==> src/rtl/servisia_sram_ctrl_pkg.sv <==
// Shared types and constants for the asynchronous SRAM controller.
// State encoding, counter widths and the byte-lane helper live here.
package servisia_sram_ctrl_pkg;

    typedef enum logic [2:0] {
        ST_IDLE     = 3'd0,
        ST_RD_ACC   = 3'd1,
        ST_WR_SETUP = 3'd2,
        ST_WR_ACC   = 3'd3,
        ST_WR_HOLD  = 3'd4
    } state_e;

    // Wait states are legal 0..15, turnaround cycles 0..7.
    localparam int WAIT_W = 4;
    localparam int TURN_W = 3;

    function automatic int byte_lanes(input int dw);
        return dw / 8;
    endfunction

endpackage

==> src/rtl/servisia_sram_ctrl_cnt.sv <==
// Loadable down counter with zero flag; used for wait states and turnaround.
module servisia_sram_ctrl_cnt #(
    parameter int W = 4
) (
    input  logic         clk_i,
    input  logic         rst_i,
    input  logic         load_i,
    input  logic [W-1:0] load_val_i,
    input  logic         dec_i,
    output logic         zero_o
);

    logic [W-1:0] cnt_q, cnt_d;

    always_comb begin
        cnt_d = cnt_q;
        if (load_i) begin
            cnt_d = load_val_i;
        end else if (dec_i && (cnt_q != '0)) begin
            cnt_d = cnt_q - 1'b1;
        end
    end

    always_ff @(posedge clk_i or posedge rst_i) begin
        if (rst_i) begin
            cnt_q <= '0;
        end else begin
            cnt_q <= cnt_d;
        end
    end

    assign zero_o = (cnt_q == '0);

endmodule

==> src/rtl/servisia_sram_ctrl.sv <==
// Valid/ready to asynchronous SRAM bridge with wait states and bus turnaround.
// Every pin strobe is registered; next values are derived from the next state.
module servisia_sram_ctrl
    import servisia_sram_ctrl_pkg::*;
#(
    parameter int  AW          = 16,
    parameter int  DW          = 8,
    parameter int  WAIT_CYCLES = 0,
    parameter int  TURN_CYCLES = 1,
    localparam int BW          = byte_lanes(DW)
) (
    input  logic          clk_i,
    input  logic          rst_i,
    input  logic          req_valid_i,
    output logic          req_ready_o,
    input  logic          req_we_i,
    input  logic [AW-1:0] req_addr_i,
    input  logic [DW-1:0] req_wdata_i,
    input  logic [BW-1:0] req_be_i,
    output logic          rsp_valid_o,
    output logic [DW-1:0] rsp_rdata_o,
    output logic          busy_o,
    output logic          sram_cs_no,
    output logic          sram_we_no,
    output logic          sram_oe_no,
    output logic [BW-1:0] sram_be_no,
    output logic [AW-1:0] sram_addr_o,
    output logic [DW-1:0] sram_dq_o,
    output logic          sram_dq_oe_o,
    input  logic [DW-1:0] sram_dq_i,
    output logic [2:0]    dbg_state_o
);

    localparam logic [WAIT_W-1:0] WAIT_LD = WAIT_W'(WAIT_CYCLES);
    localparam logic [TURN_W-1:0] TURN_LD = TURN_W'(TURN_CYCLES);

    state_e        state_q, state_d;
    logic          last_we_q, last_we_d;
    logic          cs_n_q, cs_n_d, we_n_q, we_n_d, oe_n_q, oe_n_d, dq_oe_q, dq_oe_d;
    logic [BW-1:0] be_n_q, be_n_d;
    logic [AW-1:0] addr_q, addr_d;
    logic [DW-1:0] dq_q, dq_d, rdata_q, rdata_d;
    logic          rsp_valid_q, rsp_valid_d;
    logic          wait_load, wait_dec, wait_zero;
    logic          turn_load, turn_dec, turn_zero;
    logic          accept, start_rd, start_wr;

    // Handshake: a request transfers on a cycle where req_valid_i && req_ready_o.
    // Ready may depend on req_we_i so same-direction requests skip turnaround.
    assign req_ready_o = (state_q == ST_IDLE) && (turn_zero || (req_we_i == last_we_q));
    assign accept      = req_valid_i && req_ready_o;
    assign start_rd    = accept && !req_we_i;
    assign start_wr    = accept && req_we_i && (|req_be_i);

    servisia_sram_ctrl_cnt #(.W(WAIT_W)) u_wait_cnt (
        .clk_i      (clk_i),
        .rst_i      (rst_i),
        .load_i     (wait_load),
        .load_val_i (WAIT_LD),
        .dec_i      (wait_dec),
        .zero_o     (wait_zero)
    );

    servisia_sram_ctrl_cnt #(.W(TURN_W)) u_turn_cnt (
        .clk_i      (clk_i),
        .rst_i      (rst_i),
        .load_i     (turn_load),
        .load_val_i (TURN_LD),
        .dec_i      (turn_dec),
        .zero_o     (turn_zero)
    );

    always_comb begin
        state_d   = state_q;
        wait_load = 1'b0;
        wait_dec  = 1'b0;
        case (state_q)
            ST_IDLE: begin
                if (start_rd) begin
                    state_d   = ST_RD_ACC;
                    wait_load = 1'b1;
                end else if (start_wr) begin
                    state_d = ST_WR_SETUP;
                end
            end
            ST_RD_ACC: begin
                if (wait_zero) state_d = ST_IDLE;
                else           wait_dec = 1'b1;
            end
            ST_WR_SETUP: begin
                state_d   = ST_WR_ACC;
                wait_load = 1'b1;
            end
            ST_WR_ACC: begin
                if (wait_zero) state_d = ST_WR_HOLD;
                else           wait_dec = 1'b1;
            end
            ST_WR_HOLD: state_d = ST_IDLE;
            default:    state_d = ST_IDLE;
        endcase
    end

    always_comb begin
        turn_load = (state_q != ST_IDLE) && (state_d == ST_IDLE);
        turn_dec  = (state_q == ST_IDLE);
        last_we_d = turn_load ? (state_q == ST_WR_HOLD) : last_we_q;

        cs_n_d  = (state_d == ST_IDLE);
        oe_n_d  = (state_d != ST_RD_ACC);
        we_n_d  = (state_d != ST_WR_ACC);
        dq_oe_d = (state_d == ST_WR_SETUP) || (state_d == ST_WR_ACC) || (state_d == ST_WR_HOLD);

        be_n_d = be_n_q;
        if (start_rd)                be_n_d = '0;
        else if (start_wr)           be_n_d = ~req_be_i;
        else if (state_d == ST_IDLE) be_n_d = '1;

        addr_d = (start_rd || start_wr) ? req_addr_i : addr_q;
        dq_d   = start_wr ? req_wdata_i : dq_q;

        // Read data is sampled on the edge that closes the last access cycle.
        rsp_valid_d = (state_q == ST_RD_ACC) && wait_zero;
        rdata_d     = rsp_valid_d ? sram_dq_i : rdata_q;
    end

    always_ff @(posedge clk_i or posedge rst_i) begin
        if (rst_i) begin
            state_q     <= ST_IDLE;
            last_we_q   <= 1'b0;
            cs_n_q      <= 1'b1;
            we_n_q      <= 1'b1;
            oe_n_q      <= 1'b1;
            dq_oe_q     <= 1'b0;
            be_n_q      <= '1;
            addr_q      <= '0;
            dq_q        <= '0;
            rdata_q     <= '0;
            rsp_valid_q <= 1'b0;
        end else begin
            state_q     <= state_d;
            last_we_q   <= last_we_d;
            cs_n_q      <= cs_n_d;
            we_n_q      <= we_n_d;
            oe_n_q      <= oe_n_d;
            dq_oe_q     <= dq_oe_d;
            be_n_q      <= be_n_d;
            addr_q      <= addr_d;
            dq_q        <= dq_d;
            rdata_q     <= rdata_d;
            rsp_valid_q <= rsp_valid_d;
        end
    end

    assign busy_o       = (state_q != ST_IDLE) || !turn_zero;
    assign sram_cs_no   = cs_n_q;
    assign sram_we_no   = we_n_q;
    assign sram_oe_no   = oe_n_q;
    assign sram_be_no   = be_n_q;
    assign sram_addr_o  = addr_q;
    assign sram_dq_o    = dq_q;
    assign sram_dq_oe_o = dq_oe_q;
    assign rsp_valid_o  = rsp_valid_q;
    assign rsp_rdata_o  = rdata_q;
    assign dbg_state_o  = state_q;

endmodule
==> config.mk <==
export PLATFORM = sky130hd
export DESIGN_NAME = servisia_sram_ctrl
export DESIGN_NICKNAME = d
export VERILOG_FILES = /design/src/rtl/servisia_sram_ctrl_pkg.sv /design/src/rtl/servisia_sram_ctrl_cnt.sv /design/src/rtl/servisia_sram_ctrl.sv
export SDC_FILE = /design/constraint.sdc
export NUM_CORES = 1
export LEC_CHECK = 0
export BUFFER_PORTS_ARGS = -buffer_cell sky130_fd_sc_hd__buf_4
export CORE_UTILIZATION = 36
export DETAILED_ROUTE_END_ITERATION = 16
export GPL_TIMING_DRIVEN = 0
export SLEW_MARGIN = 0
export SYNTH_ARGS = -nofsm -noshare
export SYNTH_HDL_FRONTEND = slang
export SYNTH_SLANG_ARGS = --single-unit
==> constraint.sdc <==
create_clock -name clk_i -period 4.2 [get_ports clk_i]
set_input_delay 0.42 -clock clk_i [delete_from_list [all_inputs] [get_ports clk_i]]
set_output_delay 0.42 -clock clk_i [all_outputs]
set_load 0.05 [all_outputs]
[Word-level counts from Yosys, hierarchy flattened]
Cells that the tools add are included.
Word-level totals
  flip-flop bits (word level): 49
  bits in latches: 0
  RAM bits: 0
  ROM bits: 0
  input port bits: 37
  output and inout port bits: 43
  word-level logic and storage cells: 69
  memories kept: 0
Operators by class
  $add $sub $neg: 2
  multipliers: 0
  divide/modulo/power cells: 0
  magnitude comparators: 0
  equality and inequality tests: 10
  shift-type cells: 0
  mux-type cells: 16
  bitwise logic cells: 1
  reductions and logical operators: 27
Operator list (number)
  $mux W3: 6
  $eq A3 B2 Y1 const B: 4
  $pmux W3 S4: 1
  $logic_and A1 B1 Y1: 9
  $logic_not A3 Y1: 3
  $reduce_bool A3 Y1: 3
  $mux W4: 2
  $eq A3 B3 Y1 const B: 2
  $mux W1: 6
  $logic_or A1 B1 Y1: 5
  $logic_not A4 Y1: 1
  $reduce_bool A2 Y1: 2
  $reduce_bool A4 Y1: 1
  $sub A4 B1 Y4 const B: 1
  $eq A3 B1 Y1 const B: 1
  $ne A3 B1 Y1 const B: 1
  $ne A3 B2 Y1 const B: 1
  $sub A3 B1 Y3 const B: 1
  $logic_not A1 Y1: 2
  $pmux W1 S2: 1
  $reduce_or A2 Y1: 1
  $eq A1 B1 Y1: 1
  $not A1 Y1: 1

[Depth between registers and ports, before layout]
Gate-level depths: netlist of the first run.
  depth in word-level cells: 13
  gate-level depth with buffers: 8

[Cells and area by module]
From an unflattened synthesis of the first run, not the netlist that was laid out.
Second synthesis, totals
  cell total of the unflattened synthesis: 163
  area total of the unflattened synthesis: 2169.6 µm²
By module, submodules not included
  servisia_sram_ctrl: times used 1, cells each 115, area each 1714.1 µm²
  servisia_sram_ctrl_cnt at u_wait_cnt: times used 1, cells each 28, area each 261.5 µm²
  servisia_sram_ctrl_cnt at u_turn_cnt: times used 1, cells each 20, area each 193.9 µm²

[Worst setup path before layout of the first run]
Ideal clock, no wire load.
  path kind: register -> register
  from: register state_q[0] (netlist: dbg_state_o[0])
  to: register addr_q[0] (netlist: sram_addr_o[0])
  library setup time: 0.125 ns
  arrival time: 1.966 ns
  data required time: 4.075 ns
  path slack: 2.109 ns
  cell stages (with the launch flop): 7
  cell sequence: dfrtp_1 -> buf_6 -> nor3_4 -> o21a_4 -> nand3_4 -> buf_6 -> mux2_4
On the way
  word-level cells in the longest chain between the ends: 6
  elaborated cells between the ends (all ways): 7
  those cells by class: reduce/logical: 7
Ends and longest elaborated chain
  from (decl): line servisia_sram_ctrl.sv:37  | state_e state_q, state_d;
  from (signal assigned): line servisia_sram_ctrl.sv:140  | state_q <= state_d;
  $logic_not A3 Y1 *: line servisia_sram_ctrl.sv:50  | assign req_ready_o = (state_q == ST_IDLE) && (turn_zero || (req_we_i == last_we_q));
  $logic_and A1 B1 Y1 *: line servisia_sram_ctrl.sv:50
  net req_ready_o: line servisia_sram_ctrl.sv:15  | output logic req_ready_o,
  $logic_and A1 B1 Y1 *: line servisia_sram_ctrl.sv:51  | assign accept = req_valid_i && req_ready_o;
  $logic_and A1 B1 Y1 (2 in series): line servisia_sram_ctrl.sv:53  | assign start_wr = accept && req_we_i && (|req_be_i);
  $logic_or A1 B1 Y1 *: line servisia_sram_ctrl.sv:118  | addr_d = (start_rd || start_wr) ? req_addr_i : addr_q;
  to (signal assigned): line servisia_sram_ctrl.sv:147  | addr_q <= addr_d;
  to (decl): line servisia_sram_ctrl.sv:41  | logic [AW-1:0] addr_q, addr_d;
Mark *: on every way through the listed nets, which the timed path passes. The rest lies on a longest branch.
A chain may end at the register's enable or synchronous reset.

[Worst setup path after layout of the first run]
  from: register u_turn_cnt.cnt_q[0]
  to: register u_turn_cnt.cnt_q[0]
On the way
  word-level cells in the longest chain between the ends: 12
  elaborated cells between the ends (all ways): 18
  those cells by class: add/sub: 1; mux: 5; reduce/logical: 12
Ends and longest elaborated chain
  from (decl): line servisia_sram_ctrl_cnt.sv:13  | logic [W-1:0] cnt_q, cnt_d;
  from (signal assigned): line servisia_sram_ctrl_cnt.sv:28  | cnt_q <= cnt_d;
  $logic_not A3 Y1 *: line servisia_sram_ctrl_cnt.sv:32  | assign zero_o = (cnt_q == '0);
  $logic_or A1 B1 Y1 *: line servisia_sram_ctrl.sv:50
  $logic_and A1 B1 Y1 *: line servisia_sram_ctrl.sv:50
  $logic_and A1 B1 Y1 *: line servisia_sram_ctrl.sv:51
  $logic_and A1 B1 Y1 (2 in series): line servisia_sram_ctrl.sv:53
  $mux W3: line servisia_sram_ctrl.sv:82  | end else if (start_wr) begin
  $mux W3 *: line servisia_sram_ctrl.sv:79  | if (start_rd) begin
  $pmux W3 S4 *: line servisia_sram_ctrl.sv:77  | case (state_q)
  $logic_not A3 Y1 *
  net cs_n_d: line servisia_sram_ctrl.sv:39  | logic cs_n_q, cs_n_d, we_n_q, we_n_d, oe_n_q, oe_n_d, dq_oe_q, dq_oe_d;
  $logic_and A1 B1 Y1 *: line servisia_sram_ctrl.sv:104  | turn_load = (state_q != ST_IDLE) && (state_d == ST_IDLE);
  $mux W3 or $reduce_bool A2 Y1 (tied branches)
Mark *: on every way through the listed nets, which the timed path passes. The rest lies on a longest branch. The select of a mux whose other input is x is not followed.

==> results of run 1 <==
==> Yosys cell counts <==
cell | count | area share (%)
o21a_4 | 1 | 0.71
or3b_2 | 1 | 0.42
xor2_1 | 2 | 0.83
a211oi_1 | 1 | 0.36
o21a_1 | 3 | 1.1
nor2b_1 | 2 | 0.59
buf_2 | 2 | 0.48
nand3_1 | 4 | 0.95
and2_4 | 1 | 0.42
and2_1 | 1 | 0.30
or3_1 | 2 | 0.59
o31ai_1 | 2 | 0.71
nor3_1 | 3 | 0.71
inv_1 | 7 | 1.2
nor3_4 | 1 | 0.77
dfstp_2 | 4 | 5.0
ha_1 | 4 | 2.4
dfrtp_1 | 45 | 54
xnor2_1 | 2 | 0.83
or2_2 | 2 | 0.59
nor3b_1 | 2 | 0.71
o211ai_1 | 1 | 0.36
mux2_4 | 9 | 6.4
nand2_1 | 2 | 0.36
nor2_1 | 9 | 1.6
o41ai_1 | 1 | 0.42
a31oi_1 | 2 | 0.59
a211oi_2 | 1 | 0.59
buf_6 | 2 | 1.1
o2bb2ai_1 | 1 | 0.42
nand3_4 | 1 | 0.83
nand2b_1 | 4 | 1.2
o31a_1 | 1 | 0.42
a21oi_1 | 1 | 0.24
mux2_2 | 23 | 12
==> cell families (layout without fill, tap and decap cells) <==
group	Yosys count	after routing	synth area share, %
flip-flops	49	49	58.5
buffers and inverters	11	99	2.79
AO/OA/AOI/OAI	15	15	5.89
AND/OR/NAND/NOR	35	35	10.0
XOR/XNOR	4	4	1.66
adder cells (fa/ha/maj)	4	4	2.38
multiplexers	32	32	18.7
==> sequential cells by signal, summed over array words and instances, names as in the netlist <==
signal and cells:
u_wait_cnt.cnt_q 4, u_turn_cnt.cnt_q 3, sram_dq_o 8, sram_dq_oe_o 1, sram_oe_no 1, sram_cs_no 1, rsp_rdata_o 8, sram_addr_o 16
rsp_valid_o 1, sram_we_no 1, dbg_state_o 3, sram_be_no 1, last_we_q 1
==> area by class of cell <==
| type | count | area (um2) | area share [%] |
|---|---|---|---|
| flip-flops and latches | 49 | 1230 | 42.3 |
| multi-input cells | 90 | 815 | 28.0 |
| repair buffers | 80 | 613 | 21.1 |
| clock buffers | 7 | 96.3 | 3.31 |
| well taps | 72 | 90.1 | 3.10 |
| plain buffers | 4 | 32.5 | 1.12 |
| inverters | 7 | 26.3 | 0.903 |
| clock inverters | 1 | 5.00 | 0.172 |
==> final timing paths <==
path,end,slack (ns),cells past startpoint
hold reg to reg,sram_dq_o[1]$_DFFE_PP0P_,0.51,1
setup / recovery,u_turn_cnt.cnt_q[0]$_DFFE_PP0P_,1.96,8
hold / removal,rsp_rdata_o[7]$_DFFE_PP0P_,0.08,2
setup reg to reg,u_turn_cnt.cnt_q[0]$_DFFE_PP0P_,1.96,8
min in group clk_i,rsp_rdata_o[5]$_DFFE_PP0P_,0.35,2
max in group asynchronous,sram_be_no$_DFFE_PP1P_,3.56,3
==> metal layers <==
| metal | vias to the layer above | track usage, % | routed length [um] |
|---|---|---|---|
| met5 | - | 0 | 0 |
| met1 | 676 | 18.4 | 1850 |
| met4 | 0 | 4.44 | 34 |
| li1 | 698 | - | - |
| met3 | 5 | 5.58 | 377 |
| met2 | 72 | 22.9 | 1850 |
==> critical path, delay by kind of cell, from the launching register on <==
family,cells,cell delay (ns)
simple gates,2,0.61
fa+ha+maj,2,0.27
compound gates,2,0.58
buf+inv,2,0.27
flops,1,0.41
==> power by group <==
| part | switching [mW] | total (mW) | leakage [nW] | internal, mW |
|---|---|---|---|---|
| Clock | 0.145 | 0.294 | 0.0542 | 0.149 |
| Sequential | 0.113 | 0.810 | 0.589 | 0.697 |
| Combinational | 1.01 | 1.58 | 0.770 | 0.577 |
| Total | 1.26 | 2.69 | 1.41 | 1.42 |
==> through the flow <==
step	area (um2)	instances	hold WS [ns]	setup slack, ns	utilization (%)
after detailed placement	2810	302	0.415	2.01	50.4
after CTS	2910	310	0.0852	1.99	52.2
after floorplan	2100	150	0.476	2.11	-
final	2910	310	0.0812	1.96	52.2
after global routing	2910	310	0.106	1.82	52.2
after global placement	2790	301	0.489	1.92	50.0
==> flow_metrics.env, run 1 <==
export IMPL_start_kind="flip-flop"
export IMPL_cts_hold_buffers=0
export IMPL_critPathRequiredTime_ns=4.38
export IMPL_grt_usage_pct=14.5
export IMPL_synth_area_um2=2100
export IMPL_drive_above_1_share_pct=57.6
export IMPL_critPathMaxFanout=9
export IMPL_area_growth_pct=38.2
export IMPL_initial_core_util_pct=37.8
export IMPL_ys_types=35
export IMPL_final_min_clock_period_ns=2.24
export IMPL_wl_per_cell_um=13.3
export IMPL_syn_num_nets=191
export IMPL_fin_nets=278
export IMPL_max_freq_mhz=446
export IMPL_antenna_found_initial=0
export IMPL_p_per_area_nw_per_um2=924
export IMPL_syn_avg_cell_area_um2=14.0
export IMPL_io_buffers=79
export IMPL_cp_end_kind="flip-flop"
export IMPL_syn_inst=150
export IMPL_clock_skew_ns=0.00680
export IMPL_slew_headroom_pct=56.9
export IMPL_chipWidth_um=78.5
export IMPL_drv_cap=0
export IMPL_fillCellCount=497
export IMPL_vias=1451
export IMPL_pin_count=80
export IMPL_timing_final_crit_share_pct=53.4
export IMPL_cp_startpoint="u_turn_cnt.cnt_q[0]$_DFFE_PP0P_"
export IMPL_gp_congestion=0.735
export IMPL_ant_nets=0
export IMPL_setup_tns_ns=0
export IMPL_dieArea_um2=6160
export IMPL_core_area_um2=5570
export IMPL_outcome="completed"
export IMPL_fp_dieH_um=78.5
export IMPL_cts_buffer_depth=2
export IMPL_hpwl_mm=3.15
export IMPL_num_rows=27
export IMPL_rsz0062_at_grt="no"
export IMPL_cts_resized=0
export IMPL_drt_pass1_iter_count=4
export IMPL_seq_area_frac_synth_pct=58.5
export IMPL_diodes=0
export IMPL_cts_setup_buffers=0
export IMPL_cts_sinks=49
export IMPL_cpMostUsedCell="ha_1"
export IMPL_htree_levels=2
export IMPL_vias_per_cell=4.68
export IMPL_total_power_mw=2.69
export IMPL_irDropWorstVdd_mv=0.423
export IMPL_grt_pass1_wl_mm=6.90
export IMPL_drtIter0Drc=41
export IMPL_path_class="reg2reg"
export IMPL_path_clk_slew_ns=0.09
export IMPL_cts_buffers=5
export IMPL_critPathSlowestCell="nor3b_1"
export IMPL_hold_class="in2async"
export IMPL_drc_errors=0
export IMPL_hold_viol_final=0
export IMPL_clk_latency_ns=0.29
export IMPL_p_leak_nw=1.41
export IMPL_grt_max_degree=36
export IMPL_cts_tree="yes"
export IMPL_worst_pin_slew_ns=0.645
export IMPL_finalMaxSlewViolations=0
export IMPL_grt_pass1_vias=1485
export IMPL_final_cell_mix="buf_4 (79), dfrtp_1 (45), mux2_2 (23)"
export IMPL_yosysWarnings=0
export IMPL_final_common_cell="buf_4"
export IMPL_finalSetupViolations=0
export IMPL_synth_seq_cells=49
export IMPL_slowest_delay_ns=0.54
export IMPL_gr_total_overflow=0
export IMPL_regToRegStartpoint="u_turn_cnt.cnt_q[0]$_DFFE_PP0P_"
export IMPL_critPathArrivalTime_ns=2.42
export IMPL_wirelength_mm=4.11
export IMPL_cts_root_buffer="clkbuf_8"
export IMPL_crit_chain="inv_1 -> ha_1 -> ha_1 -> buf_2 -> nor2b_1 -> nor3b_1 -> a211oi_2 -> o31a_1"
No activity file was read; power rests on OpenSTA's default activity.
==> run 2: changes to the inputs <==
- ABC_AREA: default -> 1
- clock period: 4.2 -> 2.1 ns (I/O delays scaled with it)
==> flow_metrics.env, run 2 <==
export IMPL_fin_nets=330
export IMPL_r2r_end="sram_addr_o[3]$_DFFE_PP0P_"
export IMPL_path_class="reg2reg"
export IMPL_antenna_found_initial=0
export IMPL_hpwl_mm=3.13
export IMPL_worst_pin_slew_ns=0.258
export IMPL_ff2ff_path_depth=9
export IMPL_netSwitchingFraction_pct=49.6
export IMPL_synth_area_top_cells="dfrtp_1 (52%), nand2_1 (12%), mux2_4 (6.3%)"
export IMPL_grt_busiest_layer="met2"
export IMPL_gp_congestion=0.735
export IMPL_htree_levels=2
export IMPL_hp_start="req_wdata_i[2]"
export IMPL_drt_pass1_iter_count=4
export IMPL_rrSetupSlack_ns=0.23
export IMPL_path_clk_slew_ns=0.08
export IMPL_p_leak_nw=1.57
export IMPL_finalMaxSlewViolations=0
export IMPL_io_buffers=79
export IMPL_cts_sinks=49
export IMPL_vias_per_cell=4.42
export IMPL_critPathRequiredTime_ns=2.27
export IMPL_chipWidth_um=79.2
export IMPL_p_switching_mw=2.60
export IMPL_finalSetupViolations=0
export IMPL_cp_end_kind="flip-flop"
export IMPL_ant_nets=0
export IMPL_multi_input_area_um2=782
export IMPL_synthMostInstantiatedCell="nand2_1"
export IMPL_syn_num_nets=242
export IMPL_slowest_delay_ns=0.39
export IMPL_irDropWorstVdd_mv=0.930
export IMPL_drc_errors=0
export IMPL_whs_endpoint="sram_dq_o[2]$_DFFE_PP0P_"
export IMPL_grt_max_degree=40
export IMPL_crit_buf_inv=3
export IMPL_regArea_um2=1230
export IMPL_met2_usage_pct=24.1
export IMPL_async_reset_ff_share_pct=100
export IMPL_cp_depth=9
export IMPL_min_path_cells=3
export IMPL_cts_hold_buffers=1
export IMPL_final_cell_mix="buf_4 (80), nand2_1 (67), dfrtp_1 (45)"
export IMPL_cts_root_buffer="clkbuf_8"
export IMPL_clk_latency_ns=0.29
export IMPL_critPathArrivalTime_ns=2.04
export IMPL_grt_usage_pct=13.9
export IMPL_core_area_um2=5640
export IMPL_clockPowerShare_pct=9.9
export IMPL_largest_reg_flops=16
export IMPL_wirelength_mm=4.11
export IMPL_wl_per_cell_um=11.3
export IMPL_ys_flop_type="dfrtp_1"
export IMPL_dieArea_um2=6280
export IMPL_hold_viol_final=0
export IMPL_cts_resized=0
export IMPL_p_int_mw=2.64
export IMPL_pin_count=80
export IMPL_p_seq_share_pct=30.1
export IMPL_ys_types=29
export IMPL_synth_edff_count=0
export IMPL_critPathMaxFanout=10
export IMPL_num_rows=27
export IMPL_diodes=0
export IMPL_area_growth_pct=36.9
export IMPL_timing_final_crit_share_pct=89.0
export IMPL_fp_dieH_um=79.2
export IMPL_vias=1600
export IMPL_drtIter0Drc=37
export IMPL_cts_setup_buffers=0
export IMPL_syn_inst=201
export IMPL_initial_core_util_pct=38.1
export IMPL_yosysWarnings=0
export IMPL_path_delay_family="simple AND/OR/NAND/NOR gates"
export IMPL_grt_pass1_wl_mm=6.91
export IMPL_regToRegStartpoint="u_turn_cnt.cnt_q[0]$_DFFE_PP0P_"
export IMPL_grt_use_met1_pct=16.9
export IMPL_synth_area_um2=2150
export IMPL_seq_area_frac_synth_pct=57.3
export IMPL_grt_pass1_vias=1579
export IMPL_synth_seq_cells=49
export IMPL_combPwrFrac_pct=60.1
export IMPL_netlist_area_leader_share_pct=52.4
export IMPL_gr_total_overflow=0
export IMPL_clock_skew_ns=0.00497
export IMPL_fillCellCount=522
export IMPL_drive_above_1_share_pct=42.4
export IMPL_drv_cap=0
export IMPL_met3_usage_pct=3.45
export IMPL_final_min_clock_period_ns=1.87
export IMPL_cts_buffers=5
export IMPL_setup_tns_ns=0
export IMPL_start_kind="flip-flop"
export IMPL_syn_avg_cell_area_um2=10.7
export IMPL_yosys_area_top_type="dfrtp_1"
export IMPL_outcome="completed"
export IMPL_p_per_area_nw_per_um2=1780
export IMPL_synthTopCellsByCount="nand2_1 (67), dfrtp_1 (45), inv_1 (24)"
export IMPL_final_common_cell="buf_4"
export IMPL_critPathSlowestCell="dfrtp_1"
export IMPL_crit_chain="inv_1 -> ha_1 -> ha_1 -> inv_1 -> nand3_4 -> nand4_4 -> nand2_4 -> buf_12 -> mux2_4"
export IMPL_slew_headroom_pct=82.8
export IMPL_rsz0062_at_grt="no"
export IMPL_max_freq_mhz=535
export IMPL_final_util_pct=52.1
export IMPL_cts_buffer_depth=2
export IMPL_cts_tree="yes"
export IMPL_hold_class="in2reg"
[run 2: changes by cell type after synthesis, sizes merged, moves of 3 or more]
cell,previous run,this run
nand2b,4,0
mux2,32,16
nand4,0,3
o21a,4,0
inv,7,27
nand2,2,71
[run 2: area by class of cell]
| class | instances | share of cell area, % |
|---|---|---|
| buffer | 3 | 1.11 |
| timing repair buffer | 81 | 21.2 |
| sequential | 49 | 41.9 |
| multi-input combinational | 122 | 26.6 |
| inverter | 27 | 3.45 |
| tap | 72 | 3.06 |
| clock buffer | 8 | 2.72 |
[run 2: per-layer routing]
metal  vias up  share of wire, %
met1       741                45
met2        54                48
met5         -                 0
li1        801                 -
met4         0              0.71
met3         4               6.9
[run 2: power groups by stage]
stage               combinational [mW]  sequential, mW  clock [mW]
global placement                  3.14            1.58           0
finish                            3.14            1.57       0.516
CTS                               3.19            1.58       0.544
global route                      3.35            1.63       0.589
detailed placement                3.18            1.60           0
floorplan                        0.990            2.88           0
[run 2: how the worst max path moves through the flow]
stage / start / endpoint / slack (ns)
5_1_grt: u_turn_cnt.cnt_q[0]$_DFFE_PP0P_ / sram_addr_o[5]$_DFFE_PP0P_ / 0.1
6_report: u_turn_cnt.cnt_q[0]$_DFFE_PP0P_ / sram_addr_o[3]$_DFFE_PP0P_ / 0.23
3_3_place_gp: rst_i / sram_dq_oe_o$_DFF_PP0_ / 0.06
3_5_place_dp: u_turn_cnt.cnt_q[0]$_DFFE_PP0P_ / sram_addr_o[4]$_DFFE_PP0P_ / 0.21
2_1_floorplan: dbg_state_o[0]$_DFF_PP0_ / sram_addr_o[0]$_DFFE_PP0P_ / 0.31
4_1_cts: u_turn_cnt.cnt_q[0]$_DFFE_PP0P_ / sram_addr_o[5]$_DFFE_PP0P_ / 0.19
[run 2: worst min-delay path, stage by stage]
cell and delay (ns):
buf_4 0.07, nand2_1 0.04, nand2_1 0.04
[run 2: cells by family after synthesis]
| logic type | synth area share, % |
|---|---|
| AO/OA/AOI/OAI | 1.75 |
| multiplexers | 9.97 |
| buffers and inverters | 6.24 |
| AND/OR/NAND/NOR | 21.6 |
| flip-flops | 57.3 |
| XOR/XNOR | 0.816 |
| adder cells (fa/ha/maj) | 2.33 |
[run 2: through the flow]
step / setup WS, ns / instances / hold slack [ns] / instance area [um2] / total power, mW
final: 0.231 / 362 / 0.110 / 2940 / 5.23
after floorplan: 0.309 / 201 / 0.320 / 2150 / 3.87
after global routing: 0.0964 / 362 / 0.103 / 2940 / 5.57
after global placement: 0.0562 / 352 / 0.404 / 2830 / 4.72
after detailed placement: 0.206 / 353 / 0.164 / 2850 / 4.78
after CTS: 0.194 / 362 / 0.0999 / 2940 / 5.31
